### src/rtl/ycbcr422_to_rgb444_if.sv
// Pixel bundle for ycbcr422_to_rgb444: 4:2:2 YC stream in, RGB 4:4:4 stream out.
// The converter takes the slave side; a pixel source or bench takes the master side.
interface ycbcr422_to_rgb444_if;
    logic [15:0] yc_in;
    logic        hsync_in;
    logic        vsync_in;
    logic        de_in;
    logic [23:0] rgb_out;
    logic        hsync_out;
    logic        vsync_out;
    logic        de_out;

    modport master (
        output yc_in, hsync_in, vsync_in, de_in,
        input  rgb_out, hsync_out, vsync_out, de_out
    );

    modport slave (
        input  yc_in, hsync_in, vsync_in, de_in,
        output rgb_out, hsync_out, vsync_out, de_out
    );
endinterface

### src/rtl/ycbcr422_to_rgb444.sv
// YCbCr 4:2:2 (BT.601 limited range) to 24-bit RGB with chroma re-pairing and clamping.
// Optional macro CHROMA_INTERP_EN: pixel 1 of a pair averages chroma with the next pair, latency 6.
module ycbcr422_to_rgb444 #(
    parameter bit YC_SWAP  = 1'b0,
    parameter bit CB_FIRST = 1'b1
) (
    input  logic                clk,
    input  logic                rst,
    ycbcr422_to_rgb444_if.slave vid
);
`ifdef CHROMA_INTERP_EN
    localparam int LOOK = 2;
`else
    localparam int LOOK = 0;
`endif
    localparam int NW  = LOOK + 1;
    localparam int LAT = LOOK + 4;

    typedef struct packed {
        logic [7:0] y;
        logic [7:0] c;
        logic       de;
        logic       ph;
    } smp_t;

    logic [7:0] w_y_in;
    logic [7:0] w_c_in;
    assign w_y_in = YC_SWAP ? vid.yc_in[7:0]  : vid.yc_in[15:8];
    assign w_c_in = YC_SWAP ? vid.yc_in[15:8] : vid.yc_in[7:0];

    // r_win[NW] is the pixel being paired; lower indices (and the live input) are newer samples.
    smp_t       r_win [1:NW];
    logic       r_phase;
    logic [7:0] r_c_prev;

    always_ff @(posedge clk or posedge rst) begin
        if (rst) begin
            r_phase  <= 1'b0;
            r_c_prev <= '0;
            for (int i = 1; i <= NW; i++) r_win[i] <= '0;
        end else begin
            r_phase  <= vid.de_in ? ~r_phase : 1'b0;
            r_win[1] <= '{y: w_y_in, c: w_c_in, de: vid.de_in, ph: vid.de_in & r_phase};
            for (int i = 2; i <= NW; i++) r_win[i] <= r_win[i-1];
            r_c_prev <= r_win[NW].c;
        end
    end

    smp_t       w_cur;
    logic [7:0] w_l1_c;
    logic       w_l1_de;
    assign w_cur = r_win[NW];
`ifdef CHROMA_INTERP_EN
    logic [7:0] w_l2_c;
    logic       w_l2_de;
    assign w_l1_c  = r_win[NW-1].c;
    assign w_l1_de = r_win[NW-1].de;
    assign w_l2_c  = r_win[NW-2].c;
    assign w_l2_de = r_win[NW-2].de;
`else
    assign w_l1_c  = w_c_in;
    assign w_l1_de = vid.de_in;
`endif

    // Chroma of the current pair; an unpaired last pixel gets 128 for the missing sample.
    logic [7:0] w_c_first;
    logic [7:0] w_c_second;
    always_comb begin
        w_c_first  = w_cur.c;
        w_c_second = 8'd128;
        if (w_cur.ph) begin
            w_c_first  = r_c_prev;
            w_c_second = w_cur.c;
        end else if (w_l1_de) begin
            w_c_second = w_l1_c;
        end
    end

    logic [7:0] w_p_first;
    logic [7:0] w_p_second;
`ifdef CHROMA_INTERP_EN
    // Next pair's chroma; the last pair of a line falls back to its own (replication).
    logic [7:0] w_n_first;
    logic [7:0] w_n_second;
    always_comb begin
        w_n_first  = w_c_first;
        w_n_second = w_c_second;
        if (w_l1_de) begin
            w_n_first  = w_l1_c;
            w_n_second = w_l2_de ? w_l2_c : 8'd128;
        end
        w_p_first  = w_c_first;
        w_p_second = w_c_second;
        if (w_cur.ph) begin
            w_p_first  = 8'((9'(w_c_first)  + 9'(w_n_first)  + 9'd1) >> 1);
            w_p_second = 8'((9'(w_c_second) + 9'(w_n_second) + 9'd1) >> 1);
        end
    end
`else
    assign w_p_first  = w_c_first;
    assign w_p_second = w_c_second;
`endif

    logic [7:0] r_s1_y;
    logic [7:0] r_s1_cb;
    logic [7:0] r_s1_cr;
    logic       r_s1_de;

    always_ff @(posedge clk or posedge rst) begin
        if (rst) begin
            r_s1_y  <= '0;
            r_s1_cb <= '0;
            r_s1_cr <= '0;
            r_s1_de <= 1'b0;
        end else begin
            r_s1_y  <= w_cur.y;
            r_s1_cb <= CB_FIRST ? w_p_first  : w_p_second;
            r_s1_cr <= CB_FIRST ? w_p_second : w_p_first;
            r_s1_de <= w_cur.de;
        end
    end

    logic signed [8:0] w_yd;
    logic signed [8:0] w_cbd;
    logic signed [8:0] w_crd;
    assign w_yd  = $signed({1'b0, r_s1_y})  - 9'sd16;
    assign w_cbd = $signed({1'b0, r_s1_cb}) - 9'sd128;
    assign w_crd = $signed({1'b0, r_s1_cr}) - 9'sd128;

    logic signed [17:0] r_p_y;
    logic signed [17:0] r_p_r_cr;
    logic signed [17:0] r_p_g_cb;
    logic signed [17:0] r_p_g_cr;
    logic signed [17:0] r_p_b_cb;
    logic               r_s2_de;

    always_ff @(posedge clk or posedge rst) begin
        if (rst) begin
            r_p_y    <= '0;
            r_p_r_cr <= '0;
            r_p_g_cb <= '0;
            r_p_g_cr <= '0;
            r_p_b_cb <= '0;
            r_s2_de  <= 1'b0;
        end else begin
            r_p_y    <= 18'(w_yd)  * 18'sd298;
            r_p_r_cr <= 18'(w_crd) * 18'sd409;
            r_p_g_cb <= 18'(w_cbd) * 18'sd100;
            r_p_g_cr <= 18'(w_crd) * 18'sd208;
            r_p_b_cb <= 18'(w_cbd) * 18'sd516;
            r_s2_de  <= r_s1_de;
        end
    end

    // Sums can exceed the 18-bit product range (e.g. B at full scale), hence 20 bits.
    logic signed [19:0] w_r_sum;
    logic signed [19:0] w_g_sum;
    logic signed [19:0] w_b_sum;
    assign w_r_sum = 20'(r_p_y) + 20'(r_p_r_cr) + 20'sd128;
    assign w_g_sum = 20'(r_p_y) - 20'(r_p_g_cb) - 20'(r_p_g_cr) + 20'sd128;
    assign w_b_sum = 20'(r_p_y) + 20'(r_p_b_cb) + 20'sd128;

    function automatic logic [7:0] clamp8(input logic signed [19:0] v);
        logic signed [19:0] s;
        s = v >>> 8;
        if (s < 20'sd0)
            return 8'd0;
        else if (s > 20'sd255)
            return 8'd255;
        else
            return s[7:0];
    endfunction

    logic [23:0]    r_rgb;
    logic           r_de_out;
    logic [LAT-1:0] r_hs_sr;
    logic [LAT-1:0] r_vs_sr;

    always_ff @(posedge clk or posedge rst) begin
        if (rst) begin
            r_rgb    <= '0;
            r_de_out <= 1'b0;
            r_hs_sr  <= '0;
            r_vs_sr  <= '0;
        end else begin
            r_rgb    <= r_s2_de ? {clamp8(w_r_sum), clamp8(w_g_sum), clamp8(w_b_sum)} : 24'd0;
            r_de_out <= r_s2_de;
            r_hs_sr  <= {r_hs_sr[LAT-2:0], vid.hsync_in};
            r_vs_sr  <= {r_vs_sr[LAT-2:0], vid.vsync_in};
        end
    end

    assign vid.rgb_out   = r_rgb;
    assign vid.de_out    = r_de_out;
    assign vid.hsync_out = r_hs_sr[LAT-1];
    assign vid.vsync_out = r_vs_sr[LAT-1];
endmodule
### src/flat_wrapper.sv
// flat-port wrapper written by rule: the top's interface ports become plain ports
module ycbcr422_to_rgb444_flat 
#(
    parameter bit YC_SWAP  = 1'b0,
    parameter bit CB_FIRST = 1'b1
)
  (clk, rst, vid_yc_in, vid_hsync_in, vid_vsync_in, vid_de_in, vid_rgb_out, vid_hsync_out, vid_vsync_out, vid_de_out);
  ycbcr422_to_rgb444_if vid_i ();
  input  logic clk;
  input  logic rst;
  input wire logic [$bits(vid_i.yc_in)-1:0] vid_yc_in;
  input wire logic [$bits(vid_i.hsync_in)-1:0] vid_hsync_in;
  input wire logic [$bits(vid_i.vsync_in)-1:0] vid_vsync_in;
  input wire logic [$bits(vid_i.de_in)-1:0] vid_de_in;
  output wire logic [$bits(vid_i.rgb_out)-1:0] vid_rgb_out;
  output wire logic [$bits(vid_i.hsync_out)-1:0] vid_hsync_out;
  output wire logic [$bits(vid_i.vsync_out)-1:0] vid_vsync_out;
  output wire logic [$bits(vid_i.de_out)-1:0] vid_de_out;
  assign vid_i.yc_in = vid_yc_in;
  assign vid_i.hsync_in = vid_hsync_in;
  assign vid_i.vsync_in = vid_vsync_in;
  assign vid_i.de_in = vid_de_in;
  assign vid_rgb_out = vid_i.rgb_out;
  assign vid_hsync_out = vid_i.hsync_out;
  assign vid_vsync_out = vid_i.vsync_out;
  assign vid_de_out = vid_i.de_out;
  ycbcr422_to_rgb444 #(.YC_SWAP(YC_SWAP), .CB_FIRST(CB_FIRST)) u_core (.clk(clk), .rst(rst), .vid(vid_i));
endmodule
### config.mk
export PLATFORM = sky130hd
export DESIGN_NAME = ycbcr422_to_rgb444_flat
export DESIGN_NICKNAME = d
export VERILOG_FILES = /design/src/rtl/ycbcr422_to_rgb444_if.sv /design/src/rtl/ycbcr422_to_rgb444.sv /design/src/flat_wrapper.sv
export SDC_FILE = /design/constraint.sdc
export NUM_CORES = 1
export LEC_CHECK = 0
export BUFFER_PORTS_ARGS = -buffer_cell sky130_fd_sc_hd__buf_2
export CORE_UTILIZATION = 67
export CTS_CLUSTER_SIZE = 40
export DETAILED_ROUTE_END_ITERATION = 7
export PLACE_DENSITY = 0.93
export SLEW_MARGIN = 20
export SYNTH_ARGS = -nofsm -noshare
export SYNTH_HDL_FRONTEND = slang
export SYNTH_SLANG_ARGS = --single-unit
### constraint.sdc
create_clock -name clk -period 9.1 [get_ports clk]
set_clock_uncertainty 0.1 [all_clocks]
set_input_delay 1.82 -clock clk [delete_from_list [all_inputs] [get_ports clk]]
set_output_delay 1.82 -clock clk [all_outputs]
set_load 0.005 [all_outputs]
==> Word-level counts from Yosys, hierarchy flattened <==
Index checks and enable logic that the tools add are counted.
{ "totals": {"register_bits": 166, "latch_bits": 0, "mem_bits_rw": 0, "mem_bits_ro": 0, "input_bits": 21, "output_inout_bits": 27, "wordCells": 54, "n_memories": 0} }
{ "op_classes": {"addsub": 10, "mul": 5, "div_mod_pow": 0, "n_lt_le_gt_ge": 6, "eq_ne": 0, "shifts": 0, "mux": 11, "bitwise_logic": 2, "reduce_logical": 0} }
{ "ops": {"columns": ["op", "n"], "rows": [
  ["8-bit 2-to-1 mux", 9],
  ["19-bit by 9-bit adder with 20-bit output (second input constant)", 2],
  ["18-bit by 18-bit adder with 19-bit output", 2],
  ["12-bit by 9-bit greater-than comparator with 1-bit output (second input constant)", 3],
  ["12-bit by 1-bit < comparator with 1-bit output (second input constant)", 3],
  ["24-bit 2-to-1 mux", 1],
  ["20-bit by 9-bit adder with 20-bit output (second input constant)", 1],
  ["19-bit by 18-bit subtractor with 20-bit output", 1],
  ["18-bit by 17-bit subtractor with 19-bit output", 1],
  ["9-bit by 10-bit multiplier with 18-bit output (second input constant)", 1],
  ["8-bit by 8-bit subtractor with 9-bit output (second input constant)", 2],
  ["9-bit by 9-bit multiplier with 17-bit output (second input constant)", 1],
  ["9-bit by 9-bit multiplier with 16-bit output (second input constant)", 1],
  ["9-bit by 6-bit multiplier with 15-bit output (second input constant)", 1],
  ["9-bit by 5-bit multiplier with 14-bit output (second input constant)", 1],
  ["8-bit by 5-bit subtractor with 9-bit output (second input constant)", 1],
  ["1-bit AND", 1],
  ["1-bit 2-to-1 mux", 1],
  ["1-bit NOT", 1]
]} }

==> Longest topological paths before layout <==
Gate-level depths: netlist of the first run.
{ "depth": {"word_depth": 7, "mapped_depth": 19, "mapped_depth_nobuf": 19} }

==> Worst setup path after synthesis of the first run <==
Ideal clock, no wire load.
{ "synth_path": {"kind": "reg-to-reg", "start": "register u_core.r_s1_y[4]", "end": "register u_core.r_p_y[16]", "setup_ns": 0.104, "arrival_time_ns": 4.274, "required_time_ns": 8.896, "setup_slack_ns": 4.623, "path_stages_with_launch": 18, "n_path_buf": 1, "period_less_slack_ns": 4.477, "path_cell_list": "dfrtp_1 inv_1 ha_1 nor3b_1 buf_1 ha_1 ha_1 inv_1 fa_1 fa_1 inv_1 ha_1 o21ai_0 a21boi_0 o21ai_0 a21oi_1 o31a_1 o311ai_1"} }
{ "synth_via": {"elab_chain_cells": 2} }
{ "synth_rtl": {"columns": ["item", "line", "text"], "rows": [
  ["start: declaration", "ycbcr422_to_rgb444.sv:104", "logic [7:0] r_s1_y;"],
  ["start signal: assignment", "ycbcr422_to_rgb444.sv:116", "r_s1_y <= w_cur.y;"],
  ["8-bit by 5-bit subtractor with 9-bit output", "ycbcr422_to_rgb444.sv:126", "assign w_yd = $signed({1'b0, r_s1_y}) - 9'sd16;"],
  ["9-bit by 9-bit multiplier with 17-bit output", "ycbcr422_to_rgb444.sv:146", "r_p_y <= 18'(w_yd) * 18'sd298;"],
  ["end signal: assignment", "ycbcr422_to_rgb444.sv:146", null],
  ["end: declaration", "ycbcr422_to_rgb444.sv:130", "logic signed [17:0] r_p_y;"]
]} }
Every way passes these cells.

==> Final worst setup path of the first run <==
{ "layout_path": {"start": "register u_core.r_s1_cr[7]", "end": "register u_core.r_p_r_cr[16]"} }
{ "layout_via": {"elab_chain_cells": 2} }
{ "layout_rtl": {"columns": ["item", "line", "text"], "rows": [
  ["start: declaration", "ycbcr422_to_rgb444.sv:106", "logic [7:0] r_s1_cr;"],
  ["start signal: assignment", "ycbcr422_to_rgb444.sv:118", "r_s1_cr <= CB_FIRST ? w_p_second : w_p_first;"],
  ["8-bit by 8-bit subtractor with 9-bit output", "ycbcr422_to_rgb444.sv:128", "assign w_crd = $signed({1'b0, r_s1_cr}) - 9'sd128;"],
  ["9-bit by 10-bit multiplier with 18-bit output", "ycbcr422_to_rgb444.sv:147", "r_p_r_cr <= 18'(w_crd) * 18'sd409;"],
  ["end signal: assignment", "ycbcr422_to_rgb444.sv:147", null],
  ["end: declaration", "ycbcr422_to_rgb444.sv:131", "logic signed [17:0] r_p_r_cr;"]
]} }
Every way passes these cells.

==> key figures, run 1 <==
Logic synthesis
  – Post-synthesis cell type count: 64
  – Seq cells post-synth: between 150 and 200
  – Post-synth EDFFs: 0
  – Gate Count Post-Synth: 1,076
  – Area of the mapped netlist: 11,700 um^2
  – Sequential fraction of the synthesis area: 34.3%
  – Yosys warning count: 0
  – Share of the synthesized area in the top cell type: 34.3%
  – Most instantiated cells after synthesis: ha_1, inv_1, dfrtp_1
  – Synthesized area per cell: 10.9 um^2
  – Cell taking the most area after synthesis: dfrtp_1
  – Post-Syn Nets: 1,402
  – Dominant synthesized flop cell: dfrtp_1
  – Ys async rst share: 100%
  – Top-count cell post-synth: ha_1
  – Synth area leaders: dfrtp_1, ha_1, fa_1

Setup path
  – CP Capture Type: register
  – Critical path cell sequence: inv_1 -> ha_1 -> inv_1 -> fa_1 -> fa_1 -> inv_1 -> ha_1 -> fa_1 -> a21o_1 -> a21oi_1 -> o21bai_1 -> a21oi_1 -> o21ai_0 -> a2111oi_0 -> nand4b_1
  – WS Path Type: reg2reg
  – Critical Path Start Type: register
  – Worst Path Buf+Inv: 3
  – CP max stage delay: 0.54 ns
  – Slowest-stage cell, CP: dfrtp_1
  – Crit path max fanout: 8
  – Cell family with most CP delay: adder cells
  – Worst endpoint required time: between 9 and 10 ns
  – Arrival time at the worst endpoint: 5.01 ns

Global routing
  – Global-route wire length before repair: 41.4 mm
  – GR Overflow Total: 0
  – Initial antenna violation count: 1
  – GRT Overall Usage: 30.2%
  – Vias in the first global route: 8,711
  – Largest net degree at the start of global routing: 94

CTS
  – Clock tree buffer depth: 2
  – Clock tree root driver cell: clkbuf_16
  – Clock Sink Count: 161
  – Clk slew on worst S/H paths: 0.06 ns
  – TritonCTS clock tree: yes
  – Clk_lat worst skew: 0.43 ns
  – Post-CTS setup buffers: 0
  – H-tree levels: 4
  – Num CTS Buffers: 17
  – # hold bufs at CTS: 0
  – Post-CTS Resized: 0

STA
  – Final hold violations: 0
  – Final Setup Violations: 0
  – Min Tclk post-route: 4.75 ns
  – Total negative slack: 0 ns
  – Worst slew pin tran: approximately 0.85 ns
  – Worst Hold Slack: roughly 0.24 ns
  – RSZ-0062 raised after global routing: false
  – Final period util: a little over half
  – Slew headroom: 43.3%
  – Slew Viols, Final: 0
  – F_max: 210 MHz

Finish
  – Share of layout cells above drive strength 1: 8.87%
  – FILL cells: ~1,100
  – Multi-input combinational cell area: around 6900 um^2
  – # diodes: 0
  – Nets: 1,464
  – Area growth syn-to-layout: 9.01%
  – Reg area: 4030 um^2

Routing
  – DRC errors left: 0
  – Routed Antenna Nets: 0
  – First-iteration detailed-routing DRC count: approximately 520
  – Vias per cell: 5.86
  – Pre-antenna DRT Iters: 5
  – Via count: 8,055
  – Total detailed-routing wirelength: 25.0 mm
  – Wirelength per Cell: between 15 and 20 um

Worst hold path
  – HP Class: reg2reg

Power
  – Leakage: 6.82 nW
  – Pwr/cell area: 368 nW/um^2
  – Peak VDD IR: around 300 uV

Floorplan
  – Chip Height: approximately 130 um
  – Core Box Area: 17,200 um^2
  – Chip width: 134 um
  – Io pins: 48
  – Die footprint: about 18,000 um^2
  – Row Count: 48
  – Initial core utilization: 68.3%

Outcome
  – Status: finished clean

Job
  – Maximum capacitance violations: 0

Placed design
  – Post-DP HPWL: between 15 and 20 mm
  – PortBufs: 47
  – Routability congestion estimate: 0.961
[sequential cells by signal, summed over array words and instances, names as in the netlist]
register and flops:
u_core.r_s1_y 8, u_core.r_win 18, u_core.r_p_b_cb 13, u_core.r_p_r_cr 18, u_core.r_s1_cb 8, u_core.r_s1_cr 8, u_core.r_s2_de 1, u_core.vid.rgb_out 24
u_core.r_p_g_cb 15, u_core.r_s1_de 1, u_core.r_p_y 17, u_core.r_c_prev 8, u_core.r_vs_sr 4, u_core.r_p_g_cr 12, u_core.r_hs_sr 4, u_core.vid.de_out 1
u_core.r_phase 1
[worst reg2reg max path: cells and delay by family (launching register included)]
kind / cells / cell delay (ns)
adder cells (fa/ha/maj): 5 / 2.15
AO/OA/AOI/OAI: 6 / 1.36
flip-flops: 1 / 0.54
buffers and inverters: 3 / 0.38
AND/OR/NAND/NOR: 1 / 0.16
[report_power, final]
group / total, mW / leakage, nW / switching [mW] / internal, mW
sequential: 1.02 / 1.94 / 0.133 / 0.889
combinational: 3.02 / 4.63 / 1.74 / 1.28
clock: 0.671 / 0.250 / 0.289 / 0.383
total: 4.71 / 6.82 / 2.16 / 2.55
[stage by stage]
step	setup slack [ns]	power, mW	utilization [%]	cell area [um^2]	std cells
floorplan	2.83	3.26	-	11700	1076
global placement	4.57	3.76	71.3	12300	1344
detailed placement	4.38	3.92	71.3	12300	1344
CTS	4.35	4.69	74.5	12800	1375
global route	4.05	5.11	74.5	12800	1375
finish	4.35	4.71	74.5	12800	1375
[logic make-up (layout without fill, tap and decap cells)]
kind of cell / Yosys count / in the layout / synth area share [%]
compound gates: 193 / 193 / 11.5
xor+xnor: 65 / 65 / 4.85
buf+inv: 209 / 283 / 6.69
fa+ha+maj: 305 / 305 / 35.9
flops: 161 / 161 / 34.3
simple gates: 132 / 132 / 5.68
mux: 11 / 11 / 1.03
[final timing paths]
check,slack (ns),end,from,cells after the start
setup / recovery,4.35,u_core.r_p_r_cr[16],u_core.r_s1_cr[7],15
hold / removal,0.24,u_core.r_vs_sr[2],u_core.r_vs_sr[1],0
hold reg to reg,0.24,u_core.r_vs_sr[2],u_core.r_vs_sr[1],0
max in group asynchronous,6.30,u_core.r_p_r_cr[11],rst,3
min in group asynchronous,1.37,u_core.r_s1_y[1],rst,2
setup reg to reg,4.35,u_core.r_p_r_cr[16],u_core.r_s1_cr[7],15
[final cells by class]
class                   instances  share of cell area (%)
inverters                     203                    5.99
flip-flops and latches        161                    31.5
multi-input cells             706                    54.1
clock inverters                 8                   0.645
well taps                     225                    2.20
repair buffers                 49                    1.98
clock buffers                  23                    3.58
[layout by cell type, fill, tap and decap left out, types with 4 or more instances in the layout]
| cell type | Yosys | final |
|---|---|---|
| a211oi_1 | 14 | 14 |
| a21o_1 | 14 | 14 |
| a21oi_1 | 58 | 58 |
| a22o_1 | 6 | 6 |
| a31oi_1 | 5 | 5 |
| and2_1 | 5 | 5 |
| buf_2 | 0 | 47 |
| clkbuf_1 | 4 | 5 |
| clkbuf_16 | 0 | 17 |
| clkinvlp_4 | 0 | 4 |
| dfrtp_1 | 161 | 161 |
| fa_1 | 53 | 53 |
| ha_1 | 252 | 252 |
| inv_1 | 203 | 202 |
| mux2_2 | 9 | 9 |
| nand2_1 | 31 | 31 |
| nand2b_1 | 4 | 4 |
| nand3_1 | 8 | 8 |
| nand4_1 | 5 | 5 |
| nand4b_1 | 4 | 4 |
| nor2_1 | 36 | 36 |
| nor2b_1 | 8 | 8 |
| nor3_1 | 18 | 18 |
| o211ai_1 | 6 | 6 |
| o21a_1 | 13 | 13 |
| o21ai_0 | 22 | 22 |
| o21bai_1 | 15 | 15 |
| or2_2 | 4 | 4 |
| xnor2_1 | 42 | 42 |
| xor2_1 | 23 | 23 |
[layer usage]
layer | share of wire (%) | routed length (um) | global-route usage [%] | vias to the layer above
met5 | 0 | 0 | 0 | -
met4 | 5.5 | 1370 | 18.0 | 0
met3 | 5.0 | 1240 | 5.86 | 99
met2 | 49 | 12200 | 51.0 | 247
met1 | 41 | 10200 | 35.8 | 3943
li1 | - | - | - | 3766
Note: power is estimated with default switching activity, not from simulation.
==> inputs of run 2 (changes only) <==
--- a/config.mk
+++ b/config.mk
@@ -6,10 +6,10 @@
 export NUM_CORES = 1
 export LEC_CHECK = 0
 export BUFFER_PORTS_ARGS = -buffer_cell sky130_fd_sc_hd__buf_2
-export CORE_UTILIZATION = 67
+export CORE_UTILIZATION = 63
 export CTS_CLUSTER_SIZE = 40
 export DETAILED_ROUTE_END_ITERATION = 7
-export PLACE_DENSITY = 0.93
+export PLACE_DENSITY = 0.88
 export SLEW_MARGIN = 20
 export SYNTH_ARGS = -nofsm -noshare
 export SYNTH_HDL_FRONTEND = slang
==> constraint.sdc (replaced) <==
create_clock -name clk -period 4.6 [get_ports clk]
set_clock_uncertainty 0.1 [all_clocks]
set_input_delay 0.92 -clock clk [delete_from_list [all_inputs] [get_ports clk]]
set_output_delay 0.92 -clock clk [all_outputs]
set_load 0.005 [all_outputs]
==> run 2 against run 1 <==
- the flow now finishes with violations (DRC)
- hold slack gained 0.0059 ns
- sequential power is 97% higher
- register-to-register slack got worse by 4.2 ns
- maximum frequency rose by 7.2%
- largest power group unchanged
- cell count increased by 0.65%
- count of clock-buffer cells in the layout down 3
- global-route usage down 2.7 points
- clock power increased by 120%
- highest routed layer unchanged
- final area grew 1.4%
==> key figures, run 2 (synthesized netlist as in run 1, its figures left out) <==
Global routing
  – Global-route wire length before repair: 40.9 mm (-1.2%)
  – GR Overflow Total: 0 (unchanged)
  – GRT Overall Usage: 27.5% (-2.7 points)
  – Initial antenna violation count: 0 (-1)
  – Vias in the first global route: 8,532 (-2.1%)
  – Largest net degree at the start of global routing: 145 (+54%)

STA
  – Final hold violations: 0 (unchanged)
  – Min Tclk post-route: 4.43 ns (-0.319 ns)
  – Worst slew pin tran: 0.792 ns (-0.0582 ns)
  – F_max: 226 MHz (+7.2%)
  – Total negative slack: 0 ns (unchanged)
  – Final Setup Violations: 0 (unchanged)
  – Slew Viols, Final: 0 (unchanged)
  – Slew headroom: 47.2% (+3.9 points)
  – Final period util: 96.3% (+44 points)

Worst hold path
  – HP Class: reg2reg

Finish
  – Share of layout cells above drive strength 1: 10.5% (+1.6 points)
  – Max reg flops: 24 (unchanged)
  – FILL cells: 1,116 (+4.9%)
  – Commonest non-fill, non-tap cell in the layout: ha_1
  – Commonest cells after routing, fill and taps aside: ha_1, inv_1, dfrtp_1
  – Post-layout util: 71.7% (-2.8 points)
  – Area growth syn-to-layout: 10.5%
  – Multi-input combinational cell area: 6990 um^2 (+0.94%)
  – # diodes: 0 (unchanged)
  – Nets: 1,469 (+0.34%)
  – Reg area: 4030 um^2 (about the same)

Setup path
  – Crit path max fanout: 3 (-5)
  – Arrival time at the worst endpoint: 4.70 ns (-0.31 ns)
  – Critical Path Start Type: register
  – Worst endpoint required time: 4.87 ns (-4.49 ns)
  – CP Capture Type: register
  – WS Path Type: reg2reg

Routing
  – Via count: 8,033 (-0.27%)
  – Vias per cell: 5.80 (-0.92%)
  – Routed Antenna Nets: 0 (unchanged)
  – Wirelength per Cell: 18.0 um (-0.98%)
  – Total detailed-routing wirelength: 24.9 mm (-0.33%)
  – DRC errors left: 6 (+6)
  – Pre-antenna DRT Iters: 8 (+3)
  – First-iteration detailed-routing DRC count: 672 (+29%)

CTS
  – Clock tree root driver cell: clkbuf_16
  – Num CTS Buffers: 17 (unchanged)
  – H-tree levels: 4 (unchanged)
  – Clk_lat worst skew: 0.44 ns (about the same)
  – TritonCTS clock tree: yes
  – # hold bufs at CTS: 0 (unchanged)
  – Clock Sink Count: 161 (unchanged)
  – Clock tree buffer depth: 2 (unchanged)
  – Clk slew on worst S/H paths: 0.06 ns (about the same)

Outcome
  – Failing checks: DRC
  – Status: finished with violations

Floorplan
  – Chip Height: 139 um (+3.1%)
  – Io pins: 48 (unchanged)
  – Die footprint: 19,200 um^2 (+6.2%)
  – Chip width: 139 um (+3.1%)
  – Core Box Area: 18,100 um^2 (+5.3%)
  – Initial core utilization: 64.9% (-3.4 points)
  – Row Count: 49 (+2.1%)

Placed design
  – PortBufs: 47 (unchanged)
  – Routability congestion estimate: 0.883 (-8.1%)
  – Post-DP HPWL: 18.4 mm (-2.1%)

Power
  – Leakage: 6.90 nW (+1.2%)
  – Peak VDD IR: 786 uV (+160%)
  – Pwr/cell area: 738 nW/um^2 (+100%)

Job
  – Maximum capacitance violations: 0 (unchanged)
[run 2: layout make-up]
| cell class | count | share of cell area (%) |
|---|---|---|
| multi-input combinational | 706 | 53.9 |
| sequential | 161 | 31.1 |
| inverter | 203 | 5.90 |
| clock buffer | 20 | 3.44 |
| timing repair buffer | 54 | 2.31 |
| tap | 229 | 2.21 |
| clock inverter | 11 | 1.20 |
[run 2: power breakdown]
part           internal (mW)  switching, mW
Combinational           2.54           3.55
Sequential              1.76          0.252
Clock                  0.871          0.594
[run 2: final timing paths]
path | startpoint | endpoint | cells past startpoint | slack, ns
worst max-delay path | u_core.r_s1_cr[3] | u_core.r_p_r_cr[16] | 15 | 0.17
worst min-delay path | u_core.r_vs_sr[0] | u_core.r_vs_sr[1] | 0 | 0.25
worst max register to register | u_core.r_s1_cr[3] | u_core.r_p_r_cr[16] | 15 | 0.17
worst min register to register | u_core.r_vs_sr[0] | u_core.r_vs_sr[1] | 0 | 0.25
max in group asynchronous | rst | u_core.r_s1_cr[4] | 3 | 2.93
min in group asynchronous | rst | u_core.vid.rgb_out[22] | 2 | 0.37
[run 2: metal layers]
layer / track usage, % / vias up / part of all wire (%)
met3: 5.02 / 91 / 5.3
met1: 33.4 / 3897 / 42
met5: 0 / - / 0
met4: 13.4 / 0 / 3.9
li1: - / 3782 / -
met2: 47.4 / 263 / 49
[run 2: worst max-delay path: stages (launching register included)]
cell,delay [ns]
dfrtp_1,0.42
ha_4,0.27
ha_1,0.28
inv_1,0.05
fa_1,0.48
fa_1,0.52
inv_1,0.04
ha_1,0.33
fa_1,0.48
a21o_1,0.25
a21oi_4,0.22
o21bai_1,0.11
a21oi_2,0.20
o21ai_2,0.11
a2111oi_2,0.35
nand4b_1,0.16
[run 2: what timing repair did]
action                                  4_1_cts  5_1_grt
setup buffers                                 0        0
resized for setup                             2       16
endpoints found under the setup margin        2        4
pin swaps                                     1        2
[run 2: per-stage QoR]
step,std cells,setup WS (ns),area (um^2),power [mW],hold WS [ns]
after floorplan,1076,0.123,11700,6.45,0.231
after global placement,1353,0.167,12300,7.53,0.232
after detailed placement,1353,0.0149,12300,7.77,0.235
after CTS,1384,0.0101,12900,9.44,0.250
after global routing,1384,-0.0115,13000,10.3,0.257
final,1384,0.168,13000,9.57,0.247
==> inputs of run 3 (changes only) <==
--- a/config.mk
+++ b/config.mk
@@ -6,10 +6,10 @@
 export NUM_CORES = 1
 export LEC_CHECK = 0
 export BUFFER_PORTS_ARGS = -buffer_cell sky130_fd_sc_hd__buf_2
-export CORE_UTILIZATION = 63
+export CORE_UTILIZATION = 67
 export CTS_CLUSTER_SIZE = 40
 export DETAILED_ROUTE_END_ITERATION = 7
-export PLACE_DENSITY = 0.88
+export PLACE_DENSITY = 0.93
 export SLEW_MARGIN = 20
 export SYNTH_ARGS = -nofsm -noshare
 export SYNTH_HDL_FRONTEND = slang
==> constraint.sdc (replaced) <==
create_clock -name clk -period 5.7 [get_ports clk]
set_clock_uncertainty 0.1 [all_clocks]
set_input_delay 1.14 -clock clk [delete_from_list [all_inputs] [get_ports clk]]
set_output_delay 1.14 -clock clk [all_outputs]
set_load 0.005 [all_outputs]
==> run 3 against run 2 <==
- the flow now finishes without violations
- sequential share of layout area up 0.19 points
- combinational power shrank 17%
- maximum frequency decreased by 13%
- final area fell by 0.64%
- register-to-register slack gained 0.45 ns
- sequential power shrank 18%
- worst setup slack gained 0.45 ns
- flip-flop and latch count unchanged
- core utilization increased by 3.3 points
- global-route usage grew 6.3 points
==> key figures, run 3 (synthesized netlist as in run 1, its figures left out) <==
Floorplan
  – Initial core utilization: 68.3% (+3.4 points)
  – Io pins: 48 (unchanged)
  – Row Count: 48 (-2.0%)
  – Die footprint: 18,100 um^2 (-5.9%)
  – Chip Height: 134 um (-3.0%)
  – Core Box Area: 17,200 um^2 (-5.0%)
  – Chip width: 134 um (-3.0%)

Placed design
  – PortBufs: 47 (unchanged)
  – DP Worst Slack: 0.923 ns (+0.908 ns)
  – Post-DP HPWL: 20.2 mm (+9.9%)
  – Inst Count DP: 1,345 (-0.59%)
  – Routability congestion estimate: 0.922 (+4.5%)

Setup path
  – WS Path Type: reg2reg
  – CP max stage delay: 0.56 ns (+0.04 ns)
  – Arrival time at the worst endpoint: 5.31 ns (+0.61 ns)
  – Crit path max fanout: 11 (+8)
  – Worst reg2reg path depth: 17 (+2)
  – Critical Path Start Type: register
  – CP Capture Type: register
  – Cell family with most CP delay: adder cells
  – Slowest-stage cell, CP: fa_1
  – Worst endpoint required time: 5.93 ns (+1.06 ns)
  – Worst Path Buf+Inv: 4 (+2)
  – Critical path cell sequence: inv_1 -> ha_1 -> nor3b_1 -> buf_4 -> ha_1 -> ha_1 -> inv_1 -> fa_1 -> fa_1 -> inv_1 -> ha_1 -> o21ai_0 -> a21boi_0 -> o21ai_0 -> a21oi_1 -> o31a_1 -> o311ai_1
  – Most frequent CP cell: ha_1
  – WP depth: 17 (+2)

Outcome
  – Status: finished clean

CTS
  – # hold bufs at CTS: 0 (unchanged)
  – Clock Sink Count: 161 (unchanged)
  – Clock tree buffer depth: 2 (unchanged)
  – Post-CTS setup buffers: 0 (unchanged)
  – Num CTS Buffers: 17 (unchanged)
  – Clock tree root driver cell: clkbuf_16
  – H-tree levels: 4 (unchanged)
  – Post-CTS Resized: 0 (-2)
  – TritonCTS clock tree: yes
  – Clk slew on worst S/H paths: 0.06 ns (about the same)
  – Clk_lat worst skew: 0.44 ns (about the same)

Power
  – Pwr/cell area: 615 nW/um^2 (-17%)
  – Logic pwr share: 63.7% (about the same)
  – Sequential share of power: 20.7% (-0.3 points)
  – Clock network fraction of design power: 15.6% (+0.3 points)
  – Pint: 4.25 mW (-18%)
  – Switching pwr: 3.68 mW (-16%)
  – Switching Share: 46.4% (+0.46 points)
  – Peak VDD IR: 467 uV (-41%)
  – Leakage: 6.87 nW (-0.36%)

Worst hold path
  – HP Class: reg2reg
  – Hold Path Cell Cnt: 0 (unchanged)

Finish
  – Share of layout cells above drive strength 1: 9.30% (-1.2 points)
  – Final std cells w/o fill: 1,376 (-0.58%)
  – Max reg flops: 24 (unchanged)
  – Commonest non-fill, non-tap cell in the layout: ha_1
  – Area growth syn-to-layout: 9.82%
  – # diodes: 0 (unchanged)
  – Nets: 1,465 (-0.27%)
  – FILL cells: 1,017 (-8.9%)
  – Commonest cells after routing, fill and taps aside: ha_1, inv_1, dfrtp_1

Global routing
  – GR Overflow Total: 0 (unchanged)
  – Global-route wire length before repair: 45.9 mm (+12%)
  – Vias in the first global route: 9,041 (+6.0%)
  – Initial antenna violation count: 0 (unchanged)
  – Largest net degree at the start of global routing: 92 (-37%)
  – GRT Overall Usage: 33.8% (+6.3 points)

STA
  – Total negative slack: 0 ns (unchanged)
  – Final period util: 89.1% (-7.3 points)
  – Final hold violations: 0 (unchanged)
  – Slew Viols, Final: 0 (unchanged)
  – Min Tclk post-route: 5.08 ns (+0.646 ns)
  – Final Setup Violations: 0 (unchanged)
  – F_max: 197 MHz (-13%)
  – Setup slack after layout: 0.622 ns (+0.454 ns)
  – Slew headroom: 42.9% (-4.3 points)
  – RSZ-0062 raised after global routing: false
  – Worst slew pin tran: 0.856 ns (+0.0640 ns)

Routing
  – DRC errors left: 0 (-6)
  – Pre-antenna DRT Iters: 5 (-3)
  – Via count: 8,414 (+4.7%)
  – Wirelength per Cell: 20.5 um (+14%)
  – Total detailed-routing wirelength: 28.2 mm (+13%)
  – Vias per cell: 6.11 (+5.4%)
  – First-iteration detailed-routing DRC count: 670 (-0.30%)
  – Routed Antenna Nets: 0 (unchanged)

Job
  – Maximum capacitance violations: 0 (unchanged)
-- run 3: cell type report --
type	count	area [um^2]	share of cell area, %
clock inverters	11	175	1.36
clock buffers	20	457	3.54
well taps	225	282	2.18
inverters	203	767	5.95
repair buffers	50	258	2.00
flip-flops and latches	161	4030	31.3
multi-input cells	706	6920	53.7
-- run 3: per-stage QoR --
stage	utilization [%]	area [um^2]	power (mW)	hold WS [ns]
6_report	75.1	12900	7.93	0.247
5_1_grt	75.1	12900	8.47	0.253
4_1_cts	75.1	12900	7.82	0.249
3_5_place_dp	71.4	12300	6.29	0.235
3_3_place_gp	71.4	12300	5.99	0.232
2_1_floorplan	-	11700	5.20	0.231
-- run 3: worst paths after layout --
kind / startpoint / end / slack [ns]
worst max-delay path: u_core.r_s1_y[4] / u_core.r_p_y[16] / 0.62
worst min register to register: u_core.r_hs_sr[0] / u_core.r_hs_sr[1] / 0.25
min in group asynchronous: rst / u_core.r_s1_y[2] / 0.76
worst max register to register: u_core.r_s1_y[4] / u_core.r_p_y[16] / 0.62
max in group asynchronous: rst / u_core.r_s1_cb[3] / 3.70
worst min-delay path: u_core.r_hs_sr[0] / u_core.r_hs_sr[1] / 0.25
-- run 3: routing by layer --
| layer | vias up | global-route usage [%] | share of wire [%] |
|---|---|---|---|
| li1 | 3766 | - | - |
| met3 | 161 | 7.18 | 6.1 |
| met4 | 0 | 21.9 | 6.5 |
| met5 | - | 0 | 0 |
| met1 | 4083 | 38.6 | 38 |
| met2 | 404 | 57.6 | 50 |
-- run 3: power groups by stage --
stage	registers [mW]	clock network (mW)	logic (mW)
after floorplan	1.56	0	3.64
after global placement	1.63	0	4.36
after detailed placement	1.65	0	4.65
after CTS	1.63	1.24	4.95
after global routing	1.66	1.30	5.52
final	1.64	1.24	5.05
